$ cat src/rtl/seg_scan_driver_pkg.sv
// seg_scan_driver_pkg
//    Constants shared by the seven-segment display blocks.
//    SEG_TABLE : hex digit -> active-low segments a..g on bits [6:0]
//    SEG_OFF   : all segments dark
//    params_ok : legality check for the scan driver parameters
package seg_scan_driver_pkg;

   localparam logic [6:0] SEG_OFF = 7'b1111111;

   localparam logic [6:0] SEG_TABLE [16] = '{
      7'b0000001,   // 0
      7'b1001111,   // 1
      7'b0010010,   // 2
      7'b0000110,   // 3
      7'b1001100,   // 4
      7'b0100100,   // 5
      7'b0100000,   // 6
      7'b0001111,   // 7
      7'b0000000,   // 8
      7'b0000100,   // 9
      7'b0001000,   // A
      7'b1100000,   // b
      7'b0110001,   // C
      7'b1000010,   // d
      7'b0110000,   // E
      7'b0111000    // F
   };

   // GUARD must leave at least one lit clock in the first PWM phase.
   function automatic bit params_ok(input int n_digits, input int div, input int guard);
      return (n_digits >= 2) && (n_digits <= 8) &&
             (div >= 32) && ((div % 16) == 0) &&
             (guard >= 0) && (guard < (div / 16));
   endfunction

endpackage

$ cat src/rtl/seg_scan_driver_hex7seg.sv
// hex7seg
//    Combinational hex digit to seven-segment decoder.
//    hex   : 4-bit nibble
//    seg_n : segments a..g on [6:0], active-low
module hex7seg (
   input  logic [3:0] hex,
   output logic [6:0] seg_n
);
   import seg_scan_driver_pkg::*;

   always_comb begin
      seg_n = SEG_TABLE[hex];
   end

endmodule

$ cat src/rtl/seg_scan_driver.sv
// seg_scan_driver
//    Multiplexed N-digit seven-segment scanner with PWM brightness,
//    anti-ghosting guard band, leading-zero suppression and per-frame
//    shadowing of all display inputs.
//    clk        : sole clock
//    rst        : synchronous, active-high reset
//    data       : hex nibbles, digit 0 in [3:0]
//    dp         : decimal point request per digit
//    blank      : force digit dark
//    lz_en      : leading-zero suppression enable
//    bright     : 0 = 1/16 duty .. 15 = full duty
//    seg        : segments a..g on [6:0], active-low, registered
//    dp_n       : decimal point, active-low, registered
//    an         : digit anodes, active-low, registered
//    frame_done : one-cycle pulse after the last clock of a full scan
module seg_scan_driver #(
   parameter int N_DIGITS = 4,
   parameter int DIV      = 400000,
   parameter int GUARD    = 16
) (
   input  logic                  clk,
   input  logic                  rst,
   input  logic [4*N_DIGITS-1:0] data,
   input  logic [N_DIGITS-1:0]   dp,
   input  logic [N_DIGITS-1:0]   blank,
   input  logic                  lz_en,
   input  logic [3:0]            bright,
   output logic [6:0]            seg,
   output logic                  dp_n,
   output logic [N_DIGITS-1:0]   an,
   output logic                  frame_done
);
   import seg_scan_driver_pkg::*;

   // The slot counter is split into a 4-bit PWM phase and a down-counting
   // tick timer per phase, so cnt = phase*SLICE + (SLICE-1-tick) without
   // needing a divider for cnt/(DIV/16).
   localparam int SLICE  = DIV / 16;
   localparam int TICK_W = $clog2(SLICE);
   localparam int IDX_W  = $clog2(N_DIGITS);

   localparam logic [TICK_W-1:0] TICK_MAX   = TICK_W'(SLICE - 1);
   // Within phase 0, cnt >= GUARD holds exactly when tick <= GUARD_TICK.
   localparam logic [TICK_W-1:0] GUARD_TICK = TICK_W'(SLICE - 1 - GUARD);
   localparam logic [IDX_W-1:0]  IDX_LAST   = IDX_W'(N_DIGITS - 1);

   if (!params_ok(N_DIGITS, DIV, GUARD)) begin : g_param_check
      $error("seg_scan_driver: illegal N_DIGITS/DIV/GUARD combination");
   end

   logic [TICK_W-1:0]     tick_q, tick_d;
   logic [3:0]            phase_q, phase_d;
   logic [IDX_W-1:0]      idx_q, idx_d;
   logic                  first_q, first_d;

   logic [4*N_DIGITS-1:0] data_sh_q, data_sh_d;
   logic [N_DIGITS-1:0]   dp_sh_q, dp_sh_d;
   logic [N_DIGITS-1:0]   blank_sh_q, blank_sh_d;
   logic                  lz_sh_q, lz_sh_d;
   logic [3:0]            bright_sh_q, bright_sh_d;

   logic [6:0]            seg_q, seg_d;
   logic                  dp_n_q, dp_n_d;
   logic [N_DIGITS-1:0]   an_q, an_d;
   logic                  frame_done_q, frame_done_d;

   logic                  tick_tc;
   logic                  slot_end;
   logic                  frame_end;
   logic                  capture;
   logic [N_DIGITS-1:0]   supp;
   logic [3:0]            nibble;
   logic [6:0]            seg_dec;
   logic                  guard_ok;
   logic                  digit_dark;
   logic                  lit;
   logic [N_DIGITS-1:0]   sel_onehot;

   // scan position
   always_comb begin
      tick_tc   = (tick_q == '0);
      slot_end  = tick_tc && (phase_q == 4'd15);
      frame_end = slot_end && (idx_q == IDX_LAST);
      capture   = first_q || frame_end;

      tick_d    = tick_tc ? TICK_MAX : tick_q - 1'b1;
      phase_d   = tick_tc ? phase_q + 4'd1 : phase_q;
      idx_d     = idx_q;
      if (slot_end) begin
         idx_d = (idx_q == IDX_LAST) ? '0 : idx_q + 1'b1;
      end
      first_d   = 1'b0;
   end

   // shadow registers, loaded only at the frame boundary or right after reset
   always_comb begin
      data_sh_d   = data_sh_q;
      dp_sh_d     = dp_sh_q;
      blank_sh_d  = blank_sh_q;
      lz_sh_d     = lz_sh_q;
      bright_sh_d = bright_sh_q;
      if (capture) begin
         data_sh_d   = data;
         dp_sh_d     = dp;
         blank_sh_d  = blank;
         lz_sh_d     = lz_en;
         bright_sh_d = bright;
      end
   end

   // supp[i]: nibble i and every nibble above it are zero; digit 0 never suppressed
   always_comb begin
      logic zero_run;
      supp     = '0;
      zero_run = lz_sh_q;
      for (int i = N_DIGITS - 1; i > 0; i--) begin
         zero_run = zero_run && (data_sh_q[4*i +: 4] == 4'h0);
         supp[i]  = zero_run;
      end
   end

   always_comb begin
      nibble = data_sh_q[{idx_q, 2'b00} +: 4];
   end

   hex7seg u_hex7seg (
      .hex   (nibble),
      .seg_n (seg_dec)
   );

   // The first cycle after reset still holds zeroed shadows, so it is kept dark.
   always_comb begin
      guard_ok    = (phase_q != 4'd0) || (tick_q <= GUARD_TICK);
      digit_dark  = blank_sh_q[idx_q] || supp[idx_q];
      lit         = !first_q && (phase_q <= bright_sh_q) && guard_ok && !digit_dark;

      sel_onehot        = '0;
      sel_onehot[idx_q] = 1'b1;

      an_d         = lit ? ~sel_onehot : '1;
      seg_d        = lit ? seg_dec : SEG_OFF;
      dp_n_d       = ~(lit && dp_sh_q[idx_q]);
      frame_done_d = frame_end;
   end

   always_ff @(posedge clk) begin
      if (rst) begin
         tick_q       <= TICK_MAX;
         phase_q      <= 4'd0;
         idx_q        <= '0;
         first_q      <= 1'b1;
         data_sh_q    <= '0;
         dp_sh_q      <= '0;
         blank_sh_q   <= '0;
         lz_sh_q      <= 1'b0;
         bright_sh_q  <= 4'd0;
         seg_q        <= SEG_OFF;
         dp_n_q       <= 1'b1;
         an_q         <= '1;
         frame_done_q <= 1'b0;
      end else begin
         tick_q       <= tick_d;
         phase_q      <= phase_d;
         idx_q        <= idx_d;
         first_q      <= first_d;
         data_sh_q    <= data_sh_d;
         dp_sh_q      <= dp_sh_d;
         blank_sh_q   <= blank_sh_d;
         lz_sh_q      <= lz_sh_d;
         bright_sh_q  <= bright_sh_d;
         seg_q        <= seg_d;
         dp_n_q       <= dp_n_d;
         an_q         <= an_d;
         frame_done_q <= frame_done_d;
      end
   end

   assign seg        = seg_q;
   assign dp_n       = dp_n_q;
   assign an         = an_q;
   assign frame_done = frame_done_q;

endmodule
$ cat config.mk
export PLATFORM = sky130hd
export DESIGN_NAME = seg_scan_driver
export DESIGN_NICKNAME = d
export VERILOG_FILES = /design/src/rtl/seg_scan_driver_pkg.sv /design/src/rtl/seg_scan_driver_hex7seg.sv /design/src/rtl/seg_scan_driver.sv
export SDC_FILE = /design/constraint.sdc
export NUM_CORES = 1
export LEC_CHECK = 0
export BUFFER_PORTS_ARGS = -buffer_cell sky130_fd_sc_hd__buf_2
export CAP_MARGIN = 20
export CORE_ASPECT_RATIO = 0.8
export CORE_MARGIN = 2
export CORE_UTILIZATION = 45
export CTS_BUF_LIST = sky130_fd_sc_hd__clkbuf_2
export DETAILED_ROUTE_END_ITERATION = 10
export PLACE_DENSITY = 0.68
export RECOVER_POWER = 100
export SLEW_MARGIN = 20
export SYNTH_ARGS = -nofsm -noshare
export SYNTH_HDL_FRONTEND = slang
export SYNTH_HIERARCHICAL = 1
export SYNTH_SLANG_ARGS = --single-unit
$ cat constraint.sdc
create_clock -name clk -period 2.5 [get_ports clk]
set_input_delay 0.375 -clock clk [delete_from_list [all_inputs] [get_ports clk]]
set_output_delay 0.375 -clock clk [all_outputs]
set_load 0.03 [all_outputs]
# Word level (Yosys, flattened, before mapping)
# Memory sizes are Yosys's and may differ from the RTL's. A register that Yosys moved wholly into a read port is not among the register bits.
# Cells that the tools add are included.
[word_totals]
ff_bits = 57
rom_bits = 112
in_bits = 31
output_inout_bits = 13
word_cells = 59
mem_count = 1
[op_classes]
addsub = 3
n_lt_le_gt_ge = 4
eq_ne = 2
shifts = 1
muxes = 10
n_bitwise = 4
n_reduce_logical = 22
[memory_table]
columns = ["name", "words", "word_bits", "read_ports", "rd_ports_with_merged_regs", "write_ports", "line", "source"]
rows = [
  ["(no name shown)", 16, 7, 1, 1, 0, "seg_scan_driver_hex7seg.sv:12", "seg_n = SEG_TABLE[hex];"],
]
[ops]
columns = ["op", "count"]
rows = [
  ["$shiftx 16x5->4", 1],
  ["$le 15x15->1 const B", 1],
  ["$logic_not 15->1", 1],
  ["$sub 15x1->15 const B", 1],
  ["$logic_not 4->1", 3],
  ["$logic_and 1x1->1", 10],
  ["$bmux 1 s2", 3],
  ["$mux 1", 5],
  ["$not 4->5", 1],
  ["$add 4x1->4 const B", 1],
  ["$eq 4x4->1 const B", 1],
  ["$le 4x4->1", 1],
  ["$not 4->4", 1],
  ["$reduce_bool 4->1", 1],
  ["$reduce_or 2->1", 2],
  ["$logic_or 1x1->1", 3],
  ["$lt 2x3->1 const B", 1],
  ["$add 2x1->2 const B", 1],
  ["$demux 1 s2", 1],
  ["$eq 2x2->1 const B", 1],
  ["$ge 2x1->1 const B", 1],
  ["$logic_not 1->1", 2],
  ["$mux 2", 1],
  ["$not 1->1", 2],
]

# Logic depth before layout (Yosys ltp)
[depth]
depth_word = 11
ltp_mapped = 10
depth_no_buf = 7

# Modules after synthesis
# The synthesis kept the hierarchy.
[modules_own_cells]
columns = ["mod", "instances", "cells_each", "area_per_inst_um2", "seq_area_each_um2"]
rows = [
  ["seg_scan_driver", 1, 300, 2677.6, 1281.2],
  ["hex7seg", 1, 31, 262.8, 0.0],
]

# Worst setup path after synthesis
# OpenSTA, ideal clock, no wires.
[synth_path]
kind = "flip-flop to flip-flop"
start = "register idx_q[0]"
end = "register seg_q[3], in the netlist seg[3]"
setup_ns = 0.130
t_arrival_ns = 2.311
required_ns = 2.370
slack_ns = 0.060
path_stages_with_launch = 8
path_buffers = 1
synth_period_minus_slack_ns = 2.440
path_cell_list = "dfxtp_1 > buf_1 > mux4_2 > inv_1 > ha_1 > inv_1 > mux4_1 > nand2b_1"
[synth_via]
elab_cells_between_ends = 11
classes_between = "shift (1); mux (4); bitwise (2); reduce/logical (4)"
[synth_lines]
columns = ["item", "line", "source"]
rows = [
  ["start, declared", "seg_scan_driver.sv:53", "logic [IDX_W-1:0] idx_q, idx_d;"],
  ["start signal, assigned", "seg_scan_driver.sv:164", "idx_q <= idx_d;"],
  ["$shiftx 16x5->4", "seg_scan_driver.sv:123", "nibble = data_sh_q[{idx_q, 2'b00} +: 4];"],
  ["named net nibble[0]", "seg_scan_driver.sv:72", "logic [3:0] nibble;"],
  ["$not 4->5 (implied by the code)", "seg_scan_driver_hex7seg.sv:12", ""],
  ["end, declared", "seg_scan_driver.sv:62", "logic [6:0] seg_q, seg_d;"],
]
# The timed path passes the listed nets, and every way through them passes these cells. The select of a mux whose other input is x is not followed.
# A chain may end at the register's enable or synchronous reset.

# Worst setup path after layout
[layout_path]
start = "register idx_q[0]"
end = "register an_q[3], in the netlist an[3]"
[layout_via]
elab_chain_len = 7
elab_cells_between_ends = 15
classes_between = "order compare (2); mux (6); bitwise (2); reduce/logical (5)"
[layout_rtl]
columns = ["item", "line", "source"]
rows = [
  ["parallel branches: the longest is 7 deep, another holds $lt 2x3->1", "--", ""],
  ["end signal, assigned", "seg_scan_driver.sv:173", "an_q <= an_d;"],
  ["end, declared", "seg_scan_driver.sv:64", "logic [N_DIGITS-1:0] an_q, an_d;"],
]
# Several ways; the timed one is not identified. The select of a mux whose other input is x is not followed.

==> qor.csv <==
metric,value,unit
cells on worst reg2reg path,6,
setup violators final,0,
Layout Nets,426,
Slew headroom,-11.2,%
CTS HTree Levels,3,
Ports,44,
global placement routability congestion,0.830,
"EDFF count, synth",0,
Peak supply drop,325,uV
vias in the first global route,2138,
row count,26,
clock transition at the registers of the reported paths,0.19,ns
min-delay src,data[0],
Max-Cap Viols,1,
Synth cell types,41,
mapped cell area,0.00294,mm^2
first-pass GRT wire length,9740,um
Setup crit end kind,register,
"delay-heaviest family, CP",simple AND/OR/NAND/NOR gates,
DRC viols,0,
crit path max fanout,12,
Most used DFF post-synth,dfxtp_1,
critical setup path kind,reg2reg,
Leak,1.32,nW
drt pass-1 iters,6,
Area Overhead vs Synth,14.0,%
outcome,finished with violations,
Yosys reg bits,64,
crit path buf inv count,2,
Total Routing Usage GR,17.3,%
Hold Crit Endpoint,data_sh_q[0],
Layout Skew,0.0200,ns
CTS Hold Bufs,0,
max incr delay on CP,0.49,ns
r2r startpoint,idx_q[0],
Post-DRT Antenna Nets,0,
Final Hold Viols,0,
"Critical Path, Cell by Cell",buf_4 > mux4_2 > or3_1 > nor4_2 > clkbuf_2 > nand2_1,
Vert. Die Dim,76.3,um
Ys Warns,6,
vias per cell,5.02,
post-route setup TNS,0,ns
Ant. Diodes,0,
largest net degree at the start of global routing,40,
share of cells above drive strength 1,16.4,%
hpwl dp,4110,um
latest clock arrival within the worst-skew pair,0.50,ns
CP startpoint kind,register,
post-synth net total,382,
Yosys top cell by area,dfxtp_1,
WP data arrival,2.53,ns
first-iteration detailed-routing DRC count,104,
reg2reg end,an[3],
Mapped Avg Cell Area,8.88,um^2
core box area,0.00634,mm^2
synth top area cells,"dfxtp_1 (44%), nand2_1 (10%), ha_1 (8.5%)",
WP data required,2.89,ns
violated checks,"max-capacitance violations, max-slew violations",
pwr dens,575,mW/mm^2
highest clock rate,0.467,GHz
cell count after synthesis,331,
fraction of registers with async set/reset,0,%
Inserted Clock Buffers,9,
die area,0.00720,mm^2
Routed WL,5710,um
period utilization,85.7,%
post-CTS sizing,0,
setup bufs post-CTS,0,
sequential area share after synthesis,43.6,%
final worst setup slack,0.357,ns
flop-to-flop setup slack,0.36,ns
Tightest Pin Transition,1.67,ns
I/O Buffers,43,
CTS tree,done,
Period minus WS final,2.14,ns
final count of pins violating max slew,40,
clock root buffer,clkbuf_2,
area share of the largest cell type after synthesis,43.6,%
Max Buffers Root-to-Sink,2,
CTS sink count,64,
initial antenna violation count,0,
Min-Delay Path Class,in2reg,
Critical-path top delay cell,mux4_2,
Place WS,0.419,ns
RSZ-0062 raised after global routing,no,
die span in x,94.4,um
worst hold stages,3,
Vias,2325,
Initial Util,46.4,%
wire per inst,12.3,um
remaining global-route overflow,0,
==> stage by stage <==
stage | area [um^2] | std cells | util [%] | hold WS [ns] | power, mW
final | 3350 | 463 | 52.9 | 0.0811 | 1.93
after floorplan | 2940 | 331 | - | 0.403 | 1.21
after global routing | 3350 | 463 | 52.9 | 0.0440 | 2.02
after global placement | 3250 | 448 | 51.2 | 0.426 | 1.26
after detailed placement | 3250 | 448 | 51.2 | 0.430 | 1.26
after CTS | 3380 | 463 | 53.2 | 0.0393 | 1.95
==> registers in the layout (all words and copies together), names as in the netlist <==
name / flops
dp_sh_q: 4
seg: 7
phase_q: 4
first_q: 1
bright_sh_q: 4
data_sh_q: 16
lz_sh_q: 1
blank_sh_q: 4
tick_q: 15
idx_q: 2
an: 4
dp_n: 1
frame_done: 1
==> report_power, final <==
group	total (mW)	switching [mW]	internal (mW)
registers	1.08	0.0238	1.05
logic	0.162	0.0850	0.0772
clock network	0.691	0.369	0.322
==> worst min-delay path: cells and delay by family <==
kind | cells | cell delay [ns]
and+or+nand+nor | 1 | 0.04
buffers and inverters | 1 | 0.09
AOI/OAI and AO/OA | 1 | 0.05
==> layout by cell type, fill, tap and decap left out, types with 8 or more instances in the layout <==
cell type	netlist	final
clkbuf_1	7	14
clkbuf_2	0	10
a21oi_1	35	35
dfxtp_1	64	64
nand2_1	80	80
nand2b_1	8	8
ha_1	20	20
nor2_1	17	17
inv_1	12	12
xnor2_1	8	8
buf_2	5	30
==> synthesized netlist by cell type (5+ instances only) <==
library cell,number
nand2_1,80
dfxtp_1,64
a21oi_1,35
ha_1,20
nor2_1,17
inv_1,12
nand2b_1,8
xnor2_1,8
clkbuf_1,7
mux2i_1,7
o21ai_0,7
or3_1,7
xor2_1,7
mux4_2,6
nor4_1,6
buf_2,5
==> layer usage <==
layer	vias to the layer above	share of wire, %	global-route usage (%)
met5	-	0	0
met4	0	1.5	6.52
met3	9	5.0	5.44
met2	51	43	25.6
met1	1062	51	23.6
li1	1203	-	-
==> final cells by class <==
class / instances / area (um^2)
Fill cell: 620 / 2990
Multi-Input combinational cell: 237 / 1530
Sequential cell: 64 / 1280
Timing Repair Buffer: 50 / 258
Tap cell: 84 / 105
Clock inverter: 6 / 85.1
Inverter: 13 / 48.8
Clock buffer: 9 / 45.0
==> logic make-up (layout without fill, tap and decap cells) <==
family / after synthesis / count (layout) / share of synthesized area, %
mux: 14 / 14 / 7.87
simple gates: 140 / 140 / 22.0
buf+inv: 30 / 78 / 4.81
compound gates: 48 / 48 / 8.72
fa+ha+maj: 20 / 20 / 8.51
xor+xnor: 15 / 15 / 4.47
flops: 64 / 64 / 43.6
==> worst max path at each step <==
stage / start / endpoint / slack (ns) / depth (start not counted)
after floorplan: idx_q[0] / seg[3] / 0.06 / 7
after global placement: tick_q[4] / idx_q[0] / 0.45 / 5
after detailed placement: idx_q[0] / seg[3] / 0.42 / 6
after CTS: tick_q[4] / blank_sh_q[3] / 0.40 / 6
after global routing: idx_q[0] / an[3] / 0.16 / 6
final: idx_q[0] / an[3] / 0.36 / 6
No activity file was read; power rests on OpenSTA's default activity.
